==> config.mk <==
export PLATFORM = sky130hd
export DESIGN_NAME = pipe_ctrl
export DESIGN_NICKNAME = d
export VERILOG_FILES = /design/src/rtl/pipe_ctrl.sv
export SDC_FILE = /design/constraint.sdc
export NUM_CORES = 1
export LEC_CHECK = 0
export ABC_AREA = 0
export CORE_ASPECT_RATIO = 0.9
export CORE_MARGIN = 2
export CORE_UTILIZATION = 40
export CTS_CLUSTER_DIAMETER = 120
export DETAILED_ROUTE_END_ITERATION = 16
export PLACE_DENSITY = 0.85
export SYNTH_ARGS = -nofsm -noshare
export SYNTH_HDL_FRONTEND = slang
export SYNTH_SLANG_ARGS = --single-unit
==> constraint.sdc <==
create_clock -name clk -period 3.6 [get_ports clk]
set_clock_uncertainty 0.05 [all_clocks]
set_input_delay 0.36 -clock clk [delete_from_list [all_inputs] [get_ports clk]]
set_output_delay 0.36 -clock clk [all_outputs]
set_load 0.01 [all_outputs]
==> src/rtl/pipe_ctrl.sv <==
// Hazard/sequencing controller: arbitrates load-use, EX redirect, memory wait and halt/drain.
// Optional statistics counters are enabled with `define PIPE_CTRL_STATS_EN.
module pipe_ctrl #(
  parameter int REG_AW       = 3,
  parameter int MEM_TIMEOUT  = 15,
  parameter int DRAIN_CYCLES = 3
) (
  input  logic              clk,
  input  logic              rst,
  input  logic [REG_AW-1:0] id_rs,
  input  logic [REG_AW-1:0] id_rt,
  input  logic              id_uses_rs,
  input  logic              id_uses_rt,
  input  logic [REG_AW-1:0] ex_rd,
  input  logic              ex_memread,
  input  logic              ex_redirect,
  input  logic              mem_req,
  input  logic              mem_ack,
  input  logic              halt_req,
  output logic              pc_we,
  output logic              ifid_en,
  output logic              ifid_flush,
  output logic              idex_en,
  output logic              idex_flush,
  output logic              exmem_en,
  output logic              stall_flg,
  output logic              halted,
  output logic              mem_err,
  output logic [15:0]       stall_cnt,
  output logic [15:0]       flush_cnt
);

  localparam int WCW = $clog2(MEM_TIMEOUT + 1);
  localparam int DCW = $clog2(DRAIN_CYCLES + 1);
  localparam logic [WCW-1:0] WAIT_MAX   = WCW'(MEM_TIMEOUT);
  localparam logic [WCW-1:0] WAIT_ONE   = WCW'(1);
  localparam logic [DCW-1:0] DRAIN_LAST = DCW'(DRAIN_CYCLES - 1);

  typedef enum logic [1:0] {
    RUN    = 2'd0,
    MWAIT  = 2'd1,
    DRAIN  = 2'd2,
    HALTED = 2'd3
  } state_e;

  state_e         state_q, state_d, eff_state;
  logic [WCW-1:0] wait_cnt_q, wait_cnt_d;
  logic [DCW-1:0] drain_cnt_q, drain_cnt_d;
  logic           mem_err_q, mem_err_d;
  logic           luh, mem_stall;
  logic           pc_we_c, ifid_en_c, ifid_flush_c, idex_en_c, idex_flush_c;
  logic           exmem_en_c, stall_flg_c, halted_c;

  assign luh = ex_memread & ((id_uses_rs & (id_rs == ex_rd)) |
                             (id_uses_rt & (id_rt == ex_rd)));
  assign mem_stall = mem_req & ~mem_ack;

  // Dropping halt_req mid-drain resumes normal operation in that very cycle.
  assign eff_state = (state_q == DRAIN && !halt_req) ? RUN : state_q;

  always_ff @(posedge clk or posedge rst) begin
    if (rst) begin
      state_q     <= RUN;
      wait_cnt_q  <= '0;
      drain_cnt_q <= '0;
      mem_err_q   <= 1'b0;
    end else begin
      state_q     <= state_d;
      wait_cnt_q  <= wait_cnt_d;
      drain_cnt_q <= drain_cnt_d;
      mem_err_q   <= mem_err_d;
    end
  end

  always_comb begin
    state_d      = state_q;
    wait_cnt_d   = wait_cnt_q;
    drain_cnt_d  = drain_cnt_q;
    mem_err_d    = mem_err_q;
    pc_we_c      = 1'b0;
    ifid_en_c    = 1'b0;
    ifid_flush_c = 1'b0;
    idex_en_c    = 1'b0;
    idex_flush_c = 1'b0;
    exmem_en_c   = 1'b0;
    stall_flg_c  = 1'b0;
    halted_c     = 1'b0;
    unique case (eff_state)
      RUN: begin
        state_d = RUN;
        if (mem_stall) begin
          state_d    = MWAIT;
          wait_cnt_d = WAIT_ONE;
        end else if (ex_redirect) begin
          pc_we_c      = 1'b1;
          ifid_en_c    = 1'b1;
          ifid_flush_c = 1'b1;
          idex_en_c    = 1'b1;
          idex_flush_c = 1'b1;
          exmem_en_c   = 1'b1;
          stall_flg_c  = 1'b1;
        end else if (luh) begin
          idex_en_c    = 1'b1;
          idex_flush_c = 1'b1;
          exmem_en_c   = 1'b1;
          stall_flg_c  = 1'b1;
        end else begin
          pc_we_c    = 1'b1;
          ifid_en_c  = 1'b1;
          idex_en_c  = 1'b1;
          exmem_en_c = 1'b1;
          if (halt_req) begin
            state_d     = DRAIN;
            drain_cnt_d = '0;
          end
        end
      end
      MWAIT: begin
        if (mem_ack) begin
          state_d = RUN;
        end else if (wait_cnt_q >= WAIT_MAX) begin
          mem_err_d = 1'b1;
          state_d   = RUN;
        end else begin
          wait_cnt_d = wait_cnt_q + WAIT_ONE;
        end
      end
      DRAIN: begin
        if (!mem_stall) begin
          idex_en_c    = 1'b1;
          idex_flush_c = 1'b1;
          exmem_en_c   = 1'b1;
          stall_flg_c  = 1'b1;
          if (drain_cnt_q >= DRAIN_LAST) begin
            state_d = HALTED;
          end else if (drain_cnt_q != '1) begin
            drain_cnt_d = drain_cnt_q + 1'b1;
          end
        end
      end
      HALTED: begin
        halted_c = 1'b1;
        if (!halt_req) state_d = RUN;
      end
    endcase
  end

  // Reset forces every control low immediately, independent of the clock.
  assign pc_we      = pc_we_c      & ~rst;
  assign ifid_en    = ifid_en_c    & ~rst;
  assign ifid_flush = ifid_flush_c & ~rst;
  assign idex_en    = idex_en_c    & ~rst;
  assign idex_flush = idex_flush_c & ~rst;
  assign exmem_en   = exmem_en_c   & ~rst;
  assign stall_flg  = stall_flg_c  & ~rst;
  assign halted     = halted_c     & ~rst;
  assign mem_err    = mem_err_q;

`ifdef PIPE_CTRL_STATS_EN
  logic [15:0] stall_cnt_q, flush_cnt_q;
  logic        frozen, redirect_acc;

  assign frozen       = ~(pc_we | ifid_en | idex_en | exmem_en);
  assign redirect_acc = (eff_state == RUN) & ~mem_stall & ex_redirect;

  always_ff @(posedge clk or posedge rst) begin
    if (rst) begin
      stall_cnt_q <= '0;
      flush_cnt_q <= '0;
    end else begin
      if ((stall_flg | frozen) && stall_cnt_q != 16'hFFFF)
        stall_cnt_q <= stall_cnt_q + 16'd1;
      if (redirect_acc && flush_cnt_q != 16'hFFFF)
        flush_cnt_q <= flush_cnt_q + 16'd1;
    end
  end

  assign stall_cnt = stall_cnt_q;
  assign flush_cnt = flush_cnt_q;
`else
  assign stall_cnt = 16'h0000;
  assign flush_cnt = 16'h0000;
`endif

endmodule

; Word level (Yosys, flattened, before mapping)
; Cells that the tools add are included.
[totals]
ff_bits = 9
latchBits = 0
ramBits = 0
rom_bits = 0
inputBits = 18
out_inout_bits = 41
elab_cells = 87
memories = 0
[classes]
n_addsub = 2
n_mul = 0
div = 0
order_cmp = 2
n_eq_ne = 20
n_shift = 0
n_mux = 37
n_bitwise = 12
reduce_logical = 10
[ops]
columns = operator, n
row1 = 2-to-1 mux 2 bit, 17
row2 = inequality test 2 bit (second input constant), 13
row3 = 2-to-1 mux 1 bit, 13
row4 = 2-to-1 mux 4 bit, 3
row5 = AND 1 bit, 9
row6 = one-hot mux 2 bit (4 select lines), 1
row7 = one-hot mux 4 bit (2 select lines), 1
row8 = AND reduction 4 bit, 2
row9 = AND reduction 8 bit, 1
row10 = == test 2 bit (second input constant), 3
row11 = == test 3 bit, 2
row12 = adder 4 x 1 -> 4 bit (second input constant), 1
row13 = >= comparator 4 bit (second input constant), 1
row14 = one-hot mux 2 bit (2 select lines), 1
row15 = nonzero test 2 bit, 2
row16 = inequality test 3 bit (second input constant), 1
row17 = AND reduction 3 bit, 1
row18 = adder 2 x 1 -> 2 bit (second input constant), 1
row19 = == test 2 x 1 -> 1 bit (second input constant), 1
row20 = >= comparator 2 bit (second input constant), 1
row21 = logical NOT 2 bit, 1
row22 = inverter 1 bit, 2
row23 = one-hot mux 1 bit (2 select lines), 1
row24 = OR reduction 2 bit, 1
row25 = other kinds (3), 3

; Logic depth before layout (Yosys ltp)
[depth]
depth_word = 9
mapped_depth = 6
mapped_depth_nobuf = 6

; Worst setup path before layout
; No wires, ideal clock.
[synth_path]
path_type = reg-to-output
from = register state_q[0]
to = output stall_flg
arrival_time_ps = 1518
required_time_ps = 3190
setup_slack_ps = 1672
path_stages_with_launch = 5
path_buffers = 2
path_cell_list = dfrtp_1 > clkbuf_1 > nor3_1 > a21boi_1 > buf_4
[synth_between]
elab_chain_len = 6
elab_cells_between_ends = 7
classes_between = eq/ne (2) / mux (2) / bitwise (1) / reduce/logical (2)
[synth_lines]
columns = element, line_no
row1 = "start, declared", 46  ; state_e state_q, state_d, eff_state;
row2 = "start signal, assigned", 68  ; state_q <= state_d;
row3 = == test 2 bit, 59  ; assign eff_state = (state_q == DRAIN && !halt_req) ? RUN : state_q;
row4 = logical AND 1 bit, 59
row5 = 2-to-1 mux 2 bit (*), 59
row6 = == test 2 bit or logical NOT 2 bit (tied branches), --
row7 = one-hot mux 1 bit (2 select lines) (*), --
row8 = AND 1 bit (*), --
row9 = "end, declared", 26  ; output logic stall_flg,
; Mark *: on every way between the ends. The rest lies on a longest branch, timed or not.

; Worst setup path after layout
[layout_path]
from = input mem_ack
to = output idex_flush
[layout_between]
elab_chain_len = 5
elab_cells_between_ends = 6
classes_between = mux (3) / bitwise (3)
[layout_lines]
columns = element, line_no
row1 = "start, declared", 18  ; input logic mem_ack,
row2 = inverter 1 bit (no source line) (*), --
row3 = AND 1 bit (*), 56  ; assign mem_stall = mem_req & ~mem_ack;
row4 = "2-to-1 mux 1 bit, on equally long branches", --
row5 = one-hot mux 1 bit (2 select lines) (*), 88  ; unique case (eff_state)
row6 = AND 1 bit (*), 153  ; assign idex_flush = idex_flush_c & ~rst;
row7 = "end, declared", 24  ; output logic idex_flush,
; Marked as above.

==> qor.yml <==
cts:
  cts_tree: "yes"
  root_buffer: "clkbuf_4"
  h-tree-depth: 1
  cts_hold_buffers: 0
  cts_setup_buffers: 0
  cts_made_buffers: 3
  cts_resized: 0
  clk_latency_ns: 0.26
  clockBufferDepth: 2
  numClockSinks: 9
  clk_pin_slew_ns: 0.06
floorplanning:
  rows: 16
  die_y_microns: 50.8
  fp.coreArea_sq_um: 2240
  ios: 59
  die-area_sq_um: 2840
  fp.dieW_microns: 56.0
  start_util: 0.434
synth:
  synth_compound_area_frac: 0.113
  synth_simple_gate_area_frac: 0.219
  ys_ff_latch: 9
  synth_top_family_by_area: "buffers and inverters"
  syn_area_per_cell_sq_um: 8.45
  syn_inst: 115
  muxShareOfSynthArea: 0.0219
  synthAdderAreaFrac: 0.0386
  ys.flop_type: "dfrtp_1"
  synth_cell_type_count: 39
  seq_area_frac_synth: 0.232
  synth_xor_area_frac: 0.0631
  synth_area_sq_um: 972
  async_reset_ff_frac: 1.00
  synth-warning-count: 0
  synth-edff-count: 0
drt:
  drc: 0
  drt-total-wl_microns: 1890
  via_count: 763
  ant_nets: 0
  drt_iter0_markers: 12
  first_pass_iters: 4
  wl_per_cell_microns: 11.4
  viasPerCell: 4.62
global_routing:
  grt_max_degree: 14
  grt_pass1_vias: 725
  track_usage: 0.134
  antenna_found_initial: 0
  grt-ovfl-total: 0
  grt_pass1_wl_microns: 3050
power_and_ir_drop:
  p_leak_nw: 0.496
  ir_drop_uv: 254
  power.density_nw_per_um2: 419
layout:
  final_cell_mix: "32 x conb_1, 26 x clkdlybuf4s50_1, 9 x nand2_1, 9 x dfrtp_1, 7 x xnor2_1"
  area_delta_synth_final_pct: 15.2
  fin_util: 0.499
  final_common_cell: "conb_1"
  fin_nets: 160
  drive_gt1_frac: 0.0797
  diodes: 0
  final_cell_area_sq_um: 1120
timing:
  rsz0062_at_grt: "no"
  hold_viol_final: 0
  setup_viol: 0
  slew_viol_final: 0
  holdWs_ns: 0.368
  worst_slack_ns: 0.994
  period_share: 0.724
  fmax_ghz: 0.384
  finalWorstPathRequiredPeriod_ns: 2.61
  fin_setup_tns_ns: 0
worst_setup_path:
  r2r-start: "wait_cnt_q[0]"
  arrival_ns: 2.20
  cp_max_fo: 7
  cp-start-kind: "primary input"
  critPathKind: "in -> out"
  cp.required_ns: 3.19
  critPathLaunch: "mem_ack"
  end_kind: "primary output"
placement:
  dpl_cell_area_sq_um: 1090
  hpwlAfterDp_microns: 1570
  gp_congestion: 0.886
  dpl_worst_slack_ns: 0.994
  portBuffers: 26
job:
  cap_violations: 0
hold_path:
  hp-class: "in -> async"
status:
  status: "finished clean"
==> layer usage <==
layer	routed length [microns]	global-route usage	up-vias
met5	0	0	-
met4	0	0.0357	0
met3	151	0.0309	0
met2	1020	0.267	38
met1	712	0.140	355
li1	-	-	370
==> worst max-delay path, cell delays in order <==
cell	delay [ns]
clkdlybuf4s50_1	0.59
nor2b_1	0.16
nor3_1	0.28
a21boi_1	0.25
clkdlybuf4s50_1	0.56
==> per-stage QoR <==
| stage | instances | power (mW) |
|---|---|---|
| 3_3_place_gp | 161 | 0.371 |
| 3_5_place_dp | 161 | 0.386 |
| 6_report | 165 | 0.469 |
| 2_1_floorplan | 146 | 0.341 |
| 4_1_cts | 165 | 0.467 |
| 5_1_grt | 165 | 0.504 |
==> registers in the layout (all words and copies together), names as in the netlist <==
| name | count |
|---|---|
| wait_cnt_q | 4 |
| drain_cnt_q | 2 |
| state_q | 2 |
| mem_err | 1 |
==> report_power, final <==
group	switching [mW]	internal, mW	leakage, nW
Combinational	0.107	0.103	0.371
Sequential	0.0478	0.131	0.110
Clock	0.0375	0.0428	0.0150
==> cell type report <==
type / count / area (sq um)
fill: 231 / 1120
clock buffer: 4 / 26.3
sequential: 9 / 225
timing repair buffer: 26 / 260
tap: 27 / 33.8
inverter: 3 / 11.3
multi-input combinational: 96 / 563
==> cells by family (layout without fill, tap and decap cells) <==
| logic type | count (synthesis) | in the layout |
|---|---|---|
| simple gates | 35 | 35 |
| flops | 9 | 9 |
| compound gates | 17 | 17 |
| mux | 2 | 2 |
| other cells | 1 | 32 |
| fa+ha+maj | 3 | 3 |
| buf+inv | 41 | 33 |
| xor+xnor | 7 | 7 |
==> synth_stat cells, drive strengths merged, types with 3 or more instances <==
cell	n	area share
buf	37	0.29
dfrtp	9	0.23
nand2	9	0.035
o21ai	7	0.040
xnor2	7	0.063
nor2	6	0.028
ha	3	0.039
inv	3	0.012
nor4	3	0.032
==> worst paths after layout <==
path | depth (start not counted) | endpoint | slack [ns]
max in group asynchronous | 2 | drain_cnt_q[1] | 2.87
min in group clk | 2 | mem_err | 0.43
setup reg to reg | 5 | wait_cnt_q[2] | 1.69
hold / removal | 2 | wait_cnt_q[3] | 0.37
hold reg to reg | 2 | mem_err | 0.43
setup / recovery | 5 | idex_flush | 0.99
Note: power is estimated with default switching activity, not from simulation.
